<file path="src/rtl/serial_add_ctrl_pkg.sv">
// Shared definitions for the bit-serial adder controller: the state encoding
// and the default operand width.
package serial_add_ctrl_pkg;

    localparam int DEFAULT_WIDTH = 8;

    typedef enum logic [1:0] {
        ST_IDLE = 2'd0,
        ST_RUN  = 2'd1,
        ST_DONE = 2'd2
    } state_t;

endpackage

</file>
<file path="src/rtl/serial_add_ctrl_fa_cell.sv">
// Single-bit full adder. serial_add_ctrl time-multiplexes one instance of this
// cell over every bit position of the operands.
module fa_cell (
    input  logic a,
    input  logic b,
    input  logic ci,
    output logic s,
    output logic co
);

    // Sum is the three-way parity; carry is the majority of the three inputs.
    always_comb begin
        s  = a ^ b ^ ci;
        co = (a & b) | (a & ci) | (b & ci);
    end

endmodule

</file>
<file path="src/rtl/serial_add_ctrl.sv">
// Bit-serial adder controller. Adds two WIDTH-bit operands plus a carry-in,
// LSB first, one bit per clock, using one full-adder cell. The result
// registers update only when the last bit has been produced, so callers never
// see a partial sum.
module serial_add_ctrl
    import serial_add_ctrl_pkg::*;
#(
    parameter int WIDTH = DEFAULT_WIDTH
) (
    input  logic             clk,
    input  logic             rst_n,
    input  logic             start,
    input  logic [WIDTH-1:0] a_in,
    input  logic [WIDTH-1:0] b_in,
    input  logic             cin,
    output logic             busy,
    output logic             done,
    output logic [WIDTH-1:0] sum_out,
    output logic             cout,
    output logic             ovf
);

    localparam int CNT_W = $clog2(WIDTH);
    localparam logic [CNT_W-1:0] LAST_BIT = CNT_W'(WIDTH - 1);

    state_t           state;
    logic [WIDTH-1:0] a_sr;
    logic [WIDTH-1:0] b_sr;
    // Only the upper WIDTH-1 result bits need storing: the newest bit comes
    // straight from the cell and is merged in when the sum is assembled.
    logic [WIDTH-2:0] s_sr;
    logic             carry;
    logic [CNT_W-1:0] cnt;

    logic             cell_s;
    logic             cell_co;
    logic [WIDTH-1:0] s_next;

    fa_cell u_fa_cell (
        .a  (a_sr[0]),
        .b  (b_sr[0]),
        .ci (carry),
        .s  (cell_s),
        .co (cell_co)
    );

    // Partial sum after this bit: the new cell output enters at the MSB.
    always_comb begin
        s_next = {cell_s, s_sr};
    end

    // Status flags are decoded straight from the state register.
    always_comb begin
        busy = (state == ST_RUN);
        done = (state == ST_DONE);
    end

    // Sequencer: accept in IDLE/DONE, shift one bit per clock in RUN, and
    // publish the result on the final bit.
    always_ff @(posedge clk or negedge rst_n) begin
        if (!rst_n) begin
            state   <= ST_IDLE;
            a_sr    <= '0;
            b_sr    <= '0;
            s_sr    <= '0;
            carry   <= 1'b0;
            cnt     <= '0;
            sum_out <= '0;
            cout    <= 1'b0;
            ovf     <= 1'b0;
        end else begin
            case (state)
                ST_IDLE, ST_DONE: begin
                    if (start) begin
                        a_sr  <= a_in;
                        b_sr  <= b_in;
                        carry <= cin;
                        cnt   <= '0;
                        state <= ST_RUN;
                    end else begin
                        state <= ST_IDLE;
                    end
                end
                ST_RUN: begin
                    a_sr  <= {1'b0, a_sr[WIDTH-1:1]};
                    b_sr  <= {1'b0, b_sr[WIDTH-1:1]};
                    s_sr  <= s_next[WIDTH-1:1];
                    carry <= cell_co;
                    cnt   <= cnt + CNT_W'(1);
                    if (cnt == LAST_BIT) begin
                        sum_out <= s_next;
                        cout    <= cell_co;
                        ovf     <= carry ^ cell_co;
                        state   <= ST_DONE;
                    end
                end
                default: begin
                    state <= ST_IDLE;
                end
            endcase
        end
    end

endmodule
</file>
<file path="config.mk">
export PLATFORM = sky130hd
export DESIGN_NAME = serial_add_ctrl
export DESIGN_NICKNAME = d
export VERILOG_FILES = /design/src/rtl/serial_add_ctrl_pkg.sv /design/src/rtl/serial_add_ctrl_fa_cell.sv /design/src/rtl/serial_add_ctrl.sv
export SDC_FILE = /design/constraint.sdc
export NUM_CORES = 1
export LEC_CHECK = 0
export BUFFER_PORTS_ARGS = -buffer_cell sky130_fd_sc_hd__buf_2
export CAP_MARGIN = 20
export CORE_ASPECT_RATIO = 1.75
export CORE_MARGIN = 2
export CORE_UTILIZATION = 30
export DETAILED_ROUTE_END_ITERATION = 12
export GPL_TIMING_DRIVEN = 0
export HOLD_SLACK_MARGIN = 0.12
export PLACE_DENSITY = 0.48
export SLEW_MARGIN = 20
export SYNTH_ARGS = -nofsm -noshare
export SYNTH_HDL_FRONTEND = slang
export SYNTH_SLANG_ARGS = --single-unit
</file>
<file path="constraint.sdc">
create_clock -name clk -period 1.6 [get_ports clk]
set_input_delay 0.32 -clock clk [delete_from_list [all_inputs] [get_ports clk]]
set_output_delay 0.32 -clock clk [all_outputs]
set_load 0.05 [all_outputs]
</file>
; Yosys cells after proc, flatten, opt, wreduce, memory -nomap -nowiden
; Index checks and enable logic that the tools add are counted.
[op_classes]
n_addsub = 1
multipliers = 0
div = 0
magnitude_cmp = 0
eq_ne = 5
shift = 0
n_mux = 11
n_bitwise = 8
n_reduce_logical = 5
[op_table]
columns = cell, n
row1 = 8-bit case mux with 2 select lines, 2
row2 = 8-bit two-way mux, 2
row3 = 3-bit case mux with 2 select lines, 1
row4 = 2-bit case mux with 2 select lines, 1
row5 = 2-bit AND reduction, 2
row6 = 3-bit by 1-bit adder with 3-bit output (second input constant), 1
row7 = 1-bit AND, 3
row8 = 3-bit equality test (second input constant), 1
row9 = 3-bit two-way mux, 1
row10 = 1-bit bitwise XOR, 3
row11 = 2-bit by 1-bit equality test with 1-bit output (second input constant), 1
row12 = 2-bit equality test (second input constant), 1
row13 = 2-bit logical NOT, 1
row14 = 1-bit two-way mux, 2
row15 = 2-bit two-way mux, 1
row16 = 2-bit by 1-bit inequality test with 1-bit output (second input constant), 1
row17 = 2-bit inequality test (second input constant), 1
row18 = 1-bit OR, 2
row19 = 1-bit case mux with 2 select lines, 1
row20 = 2-bit nonzero test, 1
row21 = 2-bit OR reduction, 1
[totals]
ff_bits = 39
latch_bits = 0
ram_bits = 0
romBits = 0
output_inout_bits = 12
wordCells = 39
memories = 0

; Logic depth before layout (Yosys ltp)
[depth]
word_depth = 4
ltp_mapped = 6

; Modules after synthesis
; A second synthesis with hierarchy kept.
[hier_totals]
cells_unflattened = 160
area_unflattened_um2 = 1767.9
[by_module_without_submodules]
columns = mod, n_inst, cells_per_inst, area_each_um2, seq_area_each_um2
row1 = serial_add_ctrl, 1, 159, 1747.9, 975.9
row2 = fa_cell, 1, 1, 20.0, 0.0

; Least setup slack after synthesis
; OpenSTA, ideal clock, no wires.
[synth_path]
path_type = reg-to-output
from = register state[1]
to = output port done
arrival_time_ns = 1.372
setup_slack_ns = -0.092
stages_incl_launch_ff = 4
path_cell_list = dfrtp_1 buf_6 buf_6 nor2b_1
[synth_between]
elab_chain_len = 1
[synth_lines]
columns = element, line
row1 = "start, declared", serial_add_ctrl.sv:26  ; state_t state;
row2 = "start signal, assigned", serial_add_ctrl.sv:62  ; state <= ST_IDLE;
row3 = "start signal, assigned", serial_add_ctrl.sv:79  ; state <= ST_RUN;
row4 = "start signal, assigned", serial_add_ctrl.sv:81  ; state <= ST_IDLE;
row5 = 2-bit equality test, serial_add_ctrl.sv:55  ; done = (state == ST_DONE);
row6 = "end, declared", serial_add_ctrl.sv:17  ; output logic done,
; Every way passes these cells.

; Worst setup path after layout
; Same ends and word-level chain as after synthesis.

==> flow_metrics.py <==
metrics = {
    "timing": {
        "setup_viol": 0,
        "rsz0062_at_grt": "true",
        "maxSlewHeadroom_pct": 40.3,
        "finClkSkew_ns": 0.00391,
        "hold_viol": 0,
        "drv_slew": 0,
        "worst_hold_slack_ns": 0.155,
        "min_period_over_period_pct": 96.7,
        "tightest_slew_ns": 0.895,
        "fin_setup_tns_ns": 0,
        "fmaxAchievable_mhz": 646,
        "final.min_clock_period_ns": 1.55,
    },
    "synthesis": {
        "netlist_area_um2": 1890,
        "synth.yosys.seq_area_share_pct": 51.6,
        "synth_cell_types": 27,
        "syn_inst": 165,
        "synth.avg_cell_area_um2": 11.5,
        "netlist.area_leader.share_pct": 51.6,
        "yosysWarnings": 0,
        "syn_nets": 188,
        "synth_area_leaders": "dfrtp_1 52%, mux2i_1 7.9%, mux2_4 6.3%, a211oi_1 5.2%, nor2b_1 4.6%",
        "synth_area_leader_cell": "dfrtp_1",
        "ys_ff_latch": 39,
    },
    "setup_path": {
        "worst_path_most_repeated_cell": "buf_6",
        "max_stage_delay_ns": 0.39,
        "worst_r2r_endpoint": "sum_out[2]",
        "slowest_stage": "dfrtp_1",
        "timing.reg2reg.setup_slack_ns": 0.08,
        "worstSetupPathType": "reg2out",
        "cp_max_fo": 6,
        "cp-startpoint": "state[1]",
        "cp.required_ns": 1.28,
        "end_kind": "primary output",
        "critPathArrivalTime_ns": 1.23,
        "path_buf_inv": 3,
        "startpoint_type": "register",
        "crit_family": "buffers and inverters",
        "crit_path_cell_trace": "buf_6 > buf_12 > nor2b_2 > buf_6",
        "worst_r2r_path_depth": 5,
        "reg2reg_from": "cnt[0]",
    },
    "detailed_routing": {
        "first_pass_iters": 4,
        "wl_per_cell_um": 13.5,
        "wl_mm": 3.92,
        "avgViaCountPerCell": 4.56,
        "antenna_left": 0,
        "routed-via-count": 1322,
        "drt_iter0_drc": 58,
        "route.detailed.drc": 0,
    },
    "global_route": {
        "grt_pass1_wl_mm": 6.67,
        "grt_antenna_before_repair": 0,
        "grt_pass1_vias": 1308,
        "grt.total_usage_pct": 12.4,
        "grt_overflow": 0,
        "grt_max_degree": 40,
    },
    "place": {
        "dp_hpwl_mm": 2.71,
        "io_buffer_count": 31,
        "gp_congestion": 0.728,
    },
    "floorplan": {
        "ios": 32,
        "num_rows": 38,
        "fp.dieW_um": 64.1,
        "die_h_um": 109,
        "start_util_pct": 30.9,
        "core_um2": 6130,
        "dieArea_um2": 6990,
    },
    "clocking": {
        "clkLatencyLatePin_ns": 0.29,
        "numCtsBuffers": 5,
        "cts.clk_slew.worst_paths_ns": 0.07,
        "cts_htree_levels": 2,
        "cts_sinks": 39,
        "clockBufferDepth": 2,
        "ctsHoldBuffers": 0,
        "cts_root_buf": "clkbuf_8",
        "cts_tree": "done",
    },
    "run_status": {
        "outcome": "finished clean",
    },
    "power_and_ir_drop": {
        "power_density_nw_per_um2": 2020,
        "peakVddDrop_mv": 0.616,
        "p_leak_nw": 1.09,
    },
    "layout": {
        "final_common_cell": "dfrtp_1",
        "syn_to_final_growth_pct": 23.2,
        "finalNetCount": 232,
        "layout_common_cells": "39 x dfrtp_1, 34 x buf_2, 23 x nand2_1",
        "diodes": 0,
        "drive_gt1_share_pct": 32.9,
    },
    "worst_hold_path": {
        "hold_path.class": "in2async",
    },
    "run": {
        "cap_violations": 0,
    },
}
registers in the layout, indices dropped and copies added, names as in the netlist:
register and flops:
state 2, sum_out 8, cnt 3, carry 1, a_sr 8, s_sr 7, ovf 1, b_sr 8
cout 1
cell families after synthesis:
family	synth area share, %
and+or+nand+nor	12.6
DFF	51.6
AOI/OAI and AO/OA	11.9
muxes	16.1
buffers and inverters	5.09
adders and majority gates	2.38
xor gates and xnor gates	0.463
cells in the mapped netlist (all sizes together):
cell type	number
a21oi	13
fa	1
nand3b	1
a211oi	13
mux2	11
o21ai	5
xnor2	1
o22ai	1
nor2b	14
buf	10
nand2	23
nand2b	2
nor2	1
a22o	2
clkbuf	1
nand3	4
a31oi	1
ha	2
inv	4
o211ai	1
dfrtp	39
mux2i	15
worst max-delay path by stage:
stage / end / cells after the start / slack [ns]
after floorplan: done / 3 / 0.16
after global placement: sum_out[0] / 5 / 0.04
after detailed placement: sum_out[1] / 5 / 0.05
after CTS: busy / 4 / 0.007
after global routing: busy / 4 / -0.008
final: done / 4 / 0.05
area by class of cell:
cell class | count | area, µm²
timing repair buffer | 37 | 216
fill | 627 | 3800
clock buffer | 8 | 100
inverter | 4 | 22.5
buffer | 11 | 93.8
tap | 80 | 100
sequential | 39 | 976
multi-input combinational | 111 | 823
per-stage QoR:
| step | instances | setup slack [ns] | util, % | power [W] | instance area, µm² |
|---|---|---|---|---|---|
| floorplan | 165 | 0.158 | - | 0.00342 | 1900 |
| global placement | 276 | 0.0400 | 35.1 | 0.00389 | 2150 |
| detailed placement | 276 | 0.0485 | 35.1 | 0.00392 | 2150 |
| CTS | 286 | 0.00726 | 37.3 | 0.00472 | 2280 |
| global route | 290 | -0.00782 | 38.0 | 0.00508 | 2330 |
| finish | 290 | 0.0526 | 38.0 | 0.00470 | 2330 |
power breakdown:
group	leakage, nW	internal (W)	total (W)	switching [W]
sequential	0.474	0.00145	0.00176	0.000306
combinational	0.568	0.000941	0.00222	0.00128
clock	0.0515	0.000394	0.000728	0.000334
total	1.09	0.00279	0.00470	0.00192
routing by layer:
layer | part of all wire (%) | vias to the layer above | global-route usage [%]
li1 | - | 659 | -
met1 | 44 | 621 | 15.3
met2 | 50 | 36 | 21.2
met3 | 4.3 | 6 | 2.68
met4 | 1.6 | 0 | 4.19
met5 | 0 | - | 0
what timing repair did:
| item | in CTS | in global routing |
|---|---|---|
| setup endpoints to repair | 2 | 6 |
| gates resized for setup | 6 | 5 |
| setup buffers | 2 | 4 |
Power figures use the tool's default switching activity.
